File: src/rtl/fp_to_linear_decoder.sv
// Expands an 8-bit float code {S, E[2:0], F[3:0]} into a 12-bit two's-complement
// linear sample, shifting the significand one bit per clock.
module fp_to_linear_decoder (
    input  logic        clk,
    input  logic        rst_n,
    input  logic        in_valid,
    output logic        in_ready,
    input  logic [7:0]  fp_in,
    output logic        out_valid,
    input  logic        out_ready,
    output logic [11:0] lin_out
);

    localparam logic [1:0] IDLE  = 2'd0;
    localparam logic [1:0] SHIFT = 2'd1;
    localparam logic [1:0] SIGN  = 2'd2;
    localparam logic [1:0] DONE  = 2'd3;

    logic [1:0]  state;
    logic [10:0] mag;
    logic [2:0]  cnt;
    logic        sign;
    logic [11:0] result;

    always_ff @(posedge clk or negedge rst_n) begin
        if (!rst_n) begin
            state  <= IDLE;
            mag    <= '0;
            cnt    <= '0;
            sign   <= 1'b0;
            result <= '0;
        end else begin
            case (state)
                IDLE: begin
                    if (in_valid) begin
                        mag   <= {7'b0, fp_in[3:0]};
                        cnt   <= fp_in[6:4];
                        sign  <= fp_in[7];
                        state <= SHIFT;
                    end
                end
                SHIFT: begin
                    if (cnt != 3'd0) begin
                        mag <= {mag[9:0], 1'b0};
                        cnt <= cnt - 3'd1;
                    end else begin
                        state <= SIGN;
                    end
                end
                SIGN: begin
                    // Negating a zero magnitude wraps back to zero, so -0 decodes as 0.
                    result <= sign ? (~{1'b0, mag} + 12'd1) : {1'b0, mag};
                    state  <= DONE;
                end
                DONE: begin
                    if (out_ready) state <= IDLE;
                end
                default: state <= IDLE;
            endcase
        end
    end

    assign in_ready  = (state == IDLE);
    assign out_valid = (state == DONE);
    assign lin_out   = result;

endmodule

File: config.mk
export PLATFORM = sky130hd
export DESIGN_NAME = fp_to_linear_decoder
export DESIGN_NICKNAME = d
export VERILOG_FILES = /design/src/rtl/fp_to_linear_decoder.sv
export SDC_FILE = /design/constraint.sdc
export NUM_CORES = 1
export LEC_CHECK = 0
export CAP_MARGIN = 15
export CORE_MARGIN = 2
export CORE_UTILIZATION = 50
export CTS_BUF_LIST = sky130_fd_sc_hd__clkbuf_4
export CTS_CLUSTER_SIZE = 24
export DETAILED_ROUTE_END_ITERATION = 10
export GPL_ROUTABILITY_DRIVEN = 1
export PLACE_DENSITY = 0.78
export SLEW_MARGIN = 20
export SYNTH_ARGS = -nofsm -noshare
export SYNTH_HDL_FRONTEND = slang
export SYNTH_SLANG_ARGS = --single-unit
File: constraint.sdc
create_clock -name clk -period 1.7 [get_ports clk]
set_clock_uncertainty 0.1 [all_clocks]
set_input_delay 0.425 -clock clk [delete_from_list [all_inputs] [get_ports clk]]
set_output_delay 0.425 -clock clk [all_outputs]
set_load 0.02 [all_outputs]
==> impl_metrics.yaml <==
placed_design:
  pre_cts_ws_ns: -0.228
  numPortBuffers: 25
  dp.final_hpwl_mm: 2.89
  globalplace.congestion: 0.845
worst_setup_path:
  slowest_delay_ns: 0.42
  reg2reg_slack_ns: -0.05
  crit_family: "flip-flops"
  worstPathRequired_ns: 1.81
  path_cells: "inv_2, buf_6, ha_4, nor2_4, a211oi_4, buf_6, mux2_4"
  crit_arrival_ns: 1.86
  reg2reg_depth: 7
  worstReg2RegEnd: "mag[3]"
  end_kind: "flop"
  timing.rr.start: "state[1]"
  crit_path_start_kind: "flop"
  crit_path_frequent_cell: "buf_6"
  cp_max_fo: 6
  crit_buf_inv: 3
  criticalPathCategory: "reg -> reg"
  slowest_stage: "dfrtp_1"
cts:
  cts_buffers: 5
  cts_hold_buf: 0
  clk_pin_slew_worst_paths_ns: 0.10
  cts-htree-levels: 2
  cts-root-buf: "clkbuf_4"
  cts_sinks: 29
  clockBufferDepth: 2
  clk-insertion-delay-late_ns: 0.32
  tritoncts: "built"
final_layout:
  fillerInstances: 262
  layout-drive-gt1-share_pct: 31.5
  syn_to_final_growth_pct: 42.4
  final_cell_mix: "28 x dfrtp_1, 26 x buf_4, 18 x inv_1"
  layout_commonest_cell: "dfrtp_1"
  nNetsFinal: 252
  diodes: 0
synthesis:
  postSynthAreaPerCell_um2: 9.78
  synth_edf_count: 0
  mappedNetlistArea_um2: 1720
  synth_warnings: 0
  synthFlopType: "dfrtp_1"
  synth.yosys.seq_area_share_pct: 42.2
  ys_types: 38
  synthArstFlopShare_pct: 100
  ys_ff_latch: 29
  syn_inst: 176
  syn_nets: 196
die:
  io_pins: 26
  start_util_pct: 52.0
  die_height_um: 62.7
  rows: 21
  coreArea_um2: 3310
  die_area_um2: 3930
  fp.dieW_um: 62.7
drt:
  first_pass_iters: 4
  routedWlPerCell_um: 15.4
  routed_wl_mm: 4.27
  vias: 1531
  ant_nets: 0
  via_per_inst: 5.51
  drcViolationCount: 0
  drt_iter0_markers: 95
timing:
  setup_violations: 7
  fin_ws_ns: -0.0524
  fmax_ghz: 0.571
  drv_slew: 0
  rsz0062_at_grt: "true"
  period_minus_slack_ns: 1.75
  slew_headroom_pct: 77.0
  hold_viol: 0
  whs_ns: 0.353
  tns_ns: -0.223
  tightestPinTransition_ns: 0.337
  fin_crit_sh_pct: 103
global_route:
  grt_pass1_vias: 1571
  grt_use_total_pct: 23.5
  grt_antenna_before_repair: 0
  grt_first_pass_wirelength_mm: 7.29
  gr-total-overflow: 0
  grt_max_degree: 30
power:
  power_leakage_nw: 1.13
  vdd_drop_max_mv: 1.14
  total_power_w: 0.00488
  powerDensity_nw_per_um2: 1990
outcome:
  status: "finished with violations"
  violations: "negative setup slack"
run:
  maxCapViolCount: 0
min_path:
  hp-class: "in -> async"
[logic make-up after synthesis]
group	count (synthesis)	share of synthesized area, %
AO/OA/AOI/OAI	24	9.96
XOR/XNOR	2	1.02
adder cells (fa/ha/maj)	8	5.81
buffers and inverters	34	9.01
flip-flops	29	42.2
multiplexers	22	13.3
AND/OR/NAND/NOR	57	18.8
[per-layer routing]
layer | part of all wire [%] | GRT usage (%) | up-vias
li1 | - | - | 729
met1 | 41 | 28.4 | 759
met2 | 54 | 41.9 | 38
met3 | 3.8 | 4.14 | 5
met4 | 1.2 | 8.61 | 0
met5 | 0 | 0 | -
[cell usage after synthesis, types with 2 or more instances]
cell type,instances,share of area (%)
dfrtp_1,29,42
inv_1,22,4.8
mux2i_1,15,8.7
nand2_1,13,2.8
ha_1,8,5.8
nor2_1,8,1.7
mux2_2,7,4.6
nor2b_1,7,2.5
a31oi_1,5,1.8
clkbuf_1,5,1.1
a21oi_1,4,1.2
buf_2,4,1.2
nand3_1,4,1.2
nand3b_1,4,1.7
nor4_1,4,1.5
or4_1,4,1.7
buf_6,3,2.0
o21ai_0,3,0.87
or3_1,3,1.1
a221oi_1,2,1.0
and3b_1,2,1.0
nand4_1,2,0.73
nand4b_1,2,1.0
o211ai_1,2,0.87
[worst max path at each step]
| stage | from | end | slack, ns | cells after the start |
|---|---|---|---|---|
| finish | state[1] | mag[3] | -0.05 | 7 |
| global route | state[1] | state[1] | -0.11 | 6 |
| CTS | state[1] | out_valid | -0.08 | 3 |
| detailed placement | in_valid | mag[8] | -0.23 | 5 |
| global placement | in_valid | cnt[0] | -0.18 | 4 |
| floorplan | state[1] | cnt[1] | -0.03 | 7 |
[power breakdown]
| group | leakage (nW) | internal, W | switching (W) |
|---|---|---|---|
| logic | 0.734 | 0.00173 | 0.00156 |
| clock network | 0.0292 | 0.000166 | 0.000238 |
| registers | 0.363 | 0.000970 | 0.000212 |
[through the flow]
stage | utilization (%) | instance area, µm² | cells
after floorplan | - | 1780 | 176
after global placement | 66.8 | 2210 | 261
after detailed placement | 66.8 | 2210 | 261
after CTS | 71.2 | 2360 | 274
after global routing | 74.0 | 2450 | 278
final | 74.0 | 2450 | 278
[area by class of cell]
cell class              instances  area [µm²]  share of cell area [%]
clock buffers                   6        45.0                    1.84
clock inverters                 1        3.75                   0.153
inverters                      22        82.6                    3.37
multi-input cells             113         987                    40.3
flip-flops and latches         29         727                    29.7
well taps                      46        57.6                    2.35
repair buffers                 61         548                    22.4
[timing repair]
item                       4_1_cts  5_1_grt
setup endpoints to repair       35       29
pin swaps                        4        4
resized for setup               38       18
setup buffers                    6        5
[sequential cells by signal, summed over array words and instances (netlist names)]
name     count
mag         11
cnt          3
sign         1
state        2
lin_out     12
(Power assumes the default switching activity.)
